===== config.mk =====
export PLATFORM = sky130hd
export DESIGN_NAME = lcd_reset_seq
export DESIGN_NICKNAME = d
export VERILOG_FILES = /design/src/rtl/lcd_reset_seq.sv
export SDC_FILE = /design/constraint.sdc
export NUM_CORES = 1
export LEC_CHECK = 0
export CORE_AREA = 8 8 67 69
export CTS_CLUSTER_SIZE = 25
export DETAILED_ROUTE_END_ITERATION = 10
export DIE_AREA = 0 0 75 77
export GPL_ROUTABILITY_DRIVEN = 1
export PLACE_DENSITY = 0.59
export SLEW_MARGIN = 20
export SYNTH_ARGS = -nofsm -noshare
export SYNTH_HDL_FRONTEND = slang
export SYNTH_SLANG_ARGS = --single-unit

===== constraint.sdc =====
create_clock -name clk -period 5.82 [get_ports clk]
set_clock_uncertainty 0.2 [all_clocks]
set_input_delay 0.582 -clock clk [delete_from_list [all_inputs] [get_ports clk]]
set_output_delay 0.582 -clock clk [all_outputs]
set_load 0.02 [all_outputs]

===== src/rtl/lcd_reset_seq.sv =====
// LCD panel reset sequencer.
// Drives the panel reset line through a pre-delay, an active pulse and a
// recovery wait. A recovery-only mode skips straight to the wait, which is
// the step needed after a software reset command. All outputs are decoded
// from registered state, so no input reaches an output combinationally.
module lcd_reset_seq #(
  parameter int CYC_PRE     = 4,        // line held inactive before the pulse
  parameter int CYC_PULSE   = 40,       // active pulse width
  parameter int CYC_RECOVER = 480_000,  // post-reset recovery wait
  parameter int ACTIVE_LOW  = 1,        // 1: asserted level is 0
  parameter int AUTO_START  = 1         // 1: run once automatically after rst release
) (
  input  logic clk,
  input  logic rst,        // asynchronous, active-low
  input  logic i_start,
  input  logic i_mode,     // 0: full hardware sequence, 1: recovery only
  input  logic i_abort,
  output logic o_lcd_rst,
  output logic o_busy,
  output logic o_done
);

  // One counter serves every phase, so it is sized for the longest one.
  localparam int MAX_AB = (CYC_PRE > CYC_PULSE) ? CYC_PRE : CYC_PULSE;
  localparam int MAX_C  = (MAX_AB > CYC_RECOVER) ? MAX_AB : CYC_RECOVER;
  localparam int CW     = $clog2(MAX_C + 1);

  localparam logic [CW-1:0] LD_PRE     = CW'(CYC_PRE - 1);
  localparam logic [CW-1:0] LD_PULSE   = CW'(CYC_PULSE - 1);
  localparam logic [CW-1:0] LD_RECOVER = CW'(CYC_RECOVER - 1);
  localparam logic          AUTO_INIT  = (AUTO_START != 0);
  localparam logic          LOW_ACTIVE = (ACTIVE_LOW != 0);

  typedef enum logic [2:0] {
    IDLE    = 3'd0,
    PRE     = 3'd1,
    ASSERT  = 3'd2,
    RECOVER = 3'd3,
    DONE    = 3'd4
  } state_t;

  state_t          state_reg, state_next;
  logic [CW-1:0]   cnt_reg, cnt_next;
  logic            mode_reg, mode_next;
  logic            auto_reg, auto_next;

  // State, phase counter, captured mode and the one-shot auto-start flag.
  always_ff @(posedge clk or negedge rst) begin
    if (!rst) begin
      state_reg <= IDLE;
      cnt_reg   <= '0;
      mode_reg  <= 1'b0;
      auto_reg  <= AUTO_INIT;
    end else begin
      state_reg <= state_next;
      cnt_reg   <= cnt_next;
      mode_reg  <= mode_next;
      auto_reg  <= auto_next;
    end
  end

  // Next-state logic: each phase loads (length - 1) on entry and exits at 0.
  always_comb begin
    state_next = state_reg;
    cnt_next   = cnt_reg;
    mode_next  = mode_reg;
    // Auto-start only gets the first edge after rst release, used or not.
    auto_next  = 1'b0;
    case (state_reg)
      IDLE: begin
        if (i_abort) begin
          state_next = IDLE;
        end else if (auto_reg) begin
          state_next = PRE;
          cnt_next   = LD_PRE;
          mode_next  = 1'b0;
        end else if (i_start) begin
          mode_next = i_mode;
          if (i_mode) begin
            state_next = RECOVER;
            cnt_next   = LD_RECOVER;
          end else begin
            state_next = PRE;
            cnt_next   = LD_PRE;
          end
        end
      end
      PRE: begin
        if (i_abort) begin
          state_next = IDLE;
          cnt_next   = '0;
        end else if (cnt_reg == '0) begin
          state_next = ASSERT;
          cnt_next   = LD_PULSE;
        end else begin
          cnt_next = cnt_reg - 1'b1;
        end
      end
      ASSERT: begin
        if (i_abort) begin
          state_next = IDLE;
          cnt_next   = '0;
        end else if (cnt_reg == '0) begin
          state_next = RECOVER;
          cnt_next   = LD_RECOVER;
        end else begin
          cnt_next = cnt_reg - 1'b1;
        end
      end
      RECOVER: begin
        if (i_abort) begin
          state_next = IDLE;
          cnt_next   = '0;
        end else if (cnt_reg == '0) begin
          state_next = DONE;
          cnt_next   = '0;
        end else begin
          cnt_next = cnt_reg - 1'b1;
        end
      end
      DONE: begin
        // Start requests here are dropped, not queued.
        state_next = IDLE;
        cnt_next   = '0;
      end
      default: begin
        state_next = IDLE;
        cnt_next   = '0;
      end
    endcase
  end

  // Output decode from registered state only.
  always_comb begin
    logic line_asserted;
    // A recovery-only run never reaches ASSERT; the mode gate keeps the
    // line inactive even if that ever stopped holding.
    line_asserted = (state_reg == ASSERT) && !mode_reg;
    o_lcd_rst     = line_asserted ^ LOW_ACTIVE;
    o_busy        = (state_reg == PRE) || (state_reg == ASSERT) || (state_reg == RECOVER);
    o_done        = (state_reg == DONE);
  end

endmodule


==> reports/results.tsv <==
stage	metric	value	unit
yosys	ys async rst share	100	%
setup_path	Worst EP required	5.04	ns
yosys	ys flop type	dfrtp_1	
sta	RSZ-0062 raised after global routing	no	
setup_path	Critical Path Source Type	flop	
clock_network	Clock Latency Late Sink	0.33	ns
flow_run	number of max-cap violations	0	
grt	GRT Overall Usage	13.4	%
place	input/output buffers	7	
route	Max Used Layer	met4	
pwr	switching share of power	45.0	%
sta	Final setup viols	0	
route	met2 WL	1700	µm
yosys	Avg Cell Area, Syn	8.64	µm²
grt	GRT overflow	0	
pwr	Seq pwr share	41.5	%
final_layout	layout cells sized above 1	6.78	%
route	Vias	1374	
setup_path	crit path capture type	output port	
place	RD Place Congestion	0.936	
route	WL met3	167	µm
route	met1 wire length	1660	µm
yosys	Mapped Cells	175	
setup_path	WP data arrival	2.23	ns
yosys	ranking of synthesized cells by area	dfrtp_1 (38%), nor2_1 (5.5%), o21ai_0 (3.6%), nor3_1 (3.3%), nand2_1 (3.0%)	
final_layout	commonest non-fill, non-tap cell in the layout	dfrtp_1	
yosys	Yosys top cell area share	38.1	%
yosys	Distinct cells, synth	53	
clock_network	Bufs on Longest Clock Path	2	
grt	global-route wire length before repair	6270	µm
sta	Final Hold Viols	0	
sta	Slew Limit Fails	0	
route	antenna-violating nets left	0	
clock_network	Clock Sinks	24	
grt	vias in the first global route	1366	
place	number of placed instances, taps included	221	
final_layout	n_diodes	0	
route	1st-iter DRT viols	86	
setup_path	CP max FO	13	
hold_path	worst min path class	in -> async	
grt	initial antenna violation count	0	
sta	Slew @ Worst Pin	0.619	ns
route	Pre-antenna DRT Iters	4	
die	total core area	3500	µm²
sta	total negative slack	0	ns
route	total length of routed wires	3570	µm
final_layout	Final nets	184	
die	FP Rows	22	
die	Initial Utilization	43.2	%
pwr	Design Power	0.713	mW
sta	Tcrit/Tclk final	51.8	%
yosys	number of synthesized flops with an enable pin	0	
pwr	Logic pwr share	47.4	%
clock_network	Gates resized, CTS repair	0	
route	Remaining DRCs	0	
final_layout	post-layout instance area	1620	µm²
sta	min Tclk post-route	3.01	ns
clock_network	Num CTS Buffers	3	
clock_network	clock transition at the registers of the reported paths	0.14	ns
sta	Peak Freq	332	MHz
die	die area	5780	µm²
pwr	peak supply drop	0.194	mV
yosys	post-synthesis register bit count	24	
clock_network	H-tree depth	1	
final_layout	fin util	46.5	%
pwr	Pwr Density	439	nW/µm²
final_layout	Syn-to-layout area delta	7.45	%
outcome	outcome	complete, no violations	
die	Top Ports	8	
final_layout	max reg flops	19	
pwr	switching power total	0.321	mW
final_layout	Post-Layout Cell Count	225	
route	Via density	6.11	
clock_network	hold_buf cts	0	
die	die width	75	µm
clock_network	CTS tree	built	
place	Post-DP Area	1600	µm²
sta	Rel. slew slack	58.5	%
die	die height	77	µm
clock_network	clock root cell	clkbuf_4	
grt	largest net degree at the start of global routing	25	
route	WL per Instance	15.9	µm
yosys	post-synthesis sequential area ratio	39.8	%
final_layout	most frequent cells in the layout	dfrtp_1 (23), nor2_1 (22), nand2_1 (12), o21ai_0 (11), nor3_1 (10)	
pwr	clock power share	11.1	%
yosys	largest area contributor in the synthesized netlist	dfrtp_1	
pwr	leak pwr	0.692	nW
yosys	synth warn	0	
place	final HPWL from detailed placement	2630	µm
setup_path	critical path class	reg -> out	
yosys	synthesized area	1510	µm²
clock_network	post-CTS setup buffer count	0	
pwr	Pint	0.392	mW
yosys	Mapped Nets	181	
==> metrics by stage <==
step / hold WS, ns / setup WS, ns
finish: 0.00576 / 2.81
global route: 0.0652 / 2.62
CTS: 0.305 / 2.81
detailed placement: 0.286 / 2.88
global placement: 0.285 / 2.95
floorplan: 0.0864 / 3.31
==> final cells by class <==
cell class / instances / area, µm²
fillers: 356 / 1870
repair buffers: 7 / 65.1
clock buffers: 4 / 26.3
inverters: 2 / 7.51
multi-input cells: 140 / 863
flip-flops and latches: 24 / 602
well taps: 48 / 60.1
==> synth_stat cells (2+ instances only) <==
cell and number:
inv_1 2, a22o_1 2, or3_1 5, nor4_1 4
nand2b_1 5, nor2_1 22, and2_1 3, or4_4 2
or4_1 3, clkbuf_1 7, a21o_1 5, a32o_1 2
nand3_1 2, a21oi_1 8, dfrtp_1 23, nand2_1 12
o211ai_1 3, nor3_1 10, a211oi_1 3, o21ai_0 11
nor4b_1 2, o21ai_1 2, a31oi_1 7
==> path summary, 6_finish.rpt <==
path,to,startpoint,slack (ns),depth (start not counted)
max,o_lcd_rst,state_reg[1]$_DFFE_PN0P_,2.81,3
min,cnt_reg[7]$_DFFE_PN0P_,rst,0.006,1
max reg2reg,cnt_reg[11]$_DFFE_PN0P_,cnt_reg[0]$_DFFE_PN0P_,2.85,7
min reg2reg,cnt_reg[13]$_DFFE_PN0P_,cnt_reg[13]$_DFFE_PN0P_,0.30,1
max in group asynchronous,auto_reg$_DFF_PN1_,rst,5.04,1
min in group clk,cnt_reg[13]$_DFFE_PN0P_,cnt_reg[13]$_DFFE_PN0P_,0.30,1
==> power by group through the flow <==
stage          Clock [mW]  Combinational (mW)  Sequential (mW)
2_1_floorplan           0               0.283            0.273
3_3_place_gp            0               0.336            0.298
3_5_place_dp            0               0.336            0.297
4_1_cts            0.0821               0.339            0.293
5_1_grt            0.0854               0.383            0.305
6_report           0.0794               0.338            0.296
==> critical path, stage by stage (launching register included) <==
cell and delay, ns:
dfrtp_1 0.59, or3b_2 0.50, or2_2 0.29, clkdlybuf4s50_1 0.54
==> routing by layer <==
| layer | vias up | track usage [%] |
|---|---|---|
| li1 | 666 | - |
| met1 | 667 | 17.6 |
| met2 | 37 | 21.5 |
| met3 | 4 | 1.95 |
| met4 | 0 | 4.31 |
| met5 | - | 0 |
==> logic make-up after synthesis <==
family                     Yosys count  synth area share (%)
and+or+nand+nor                     80                  29.7
muxes                                1                 0.662
AOI/OAI and AO/OA                   57                  25.7
DFF                                 24                  39.8
adders and majority gates            1                 0.828
buffers and inverters               11                  3.06
other                                1                 0.248
(Power assumes the default switching activity.)
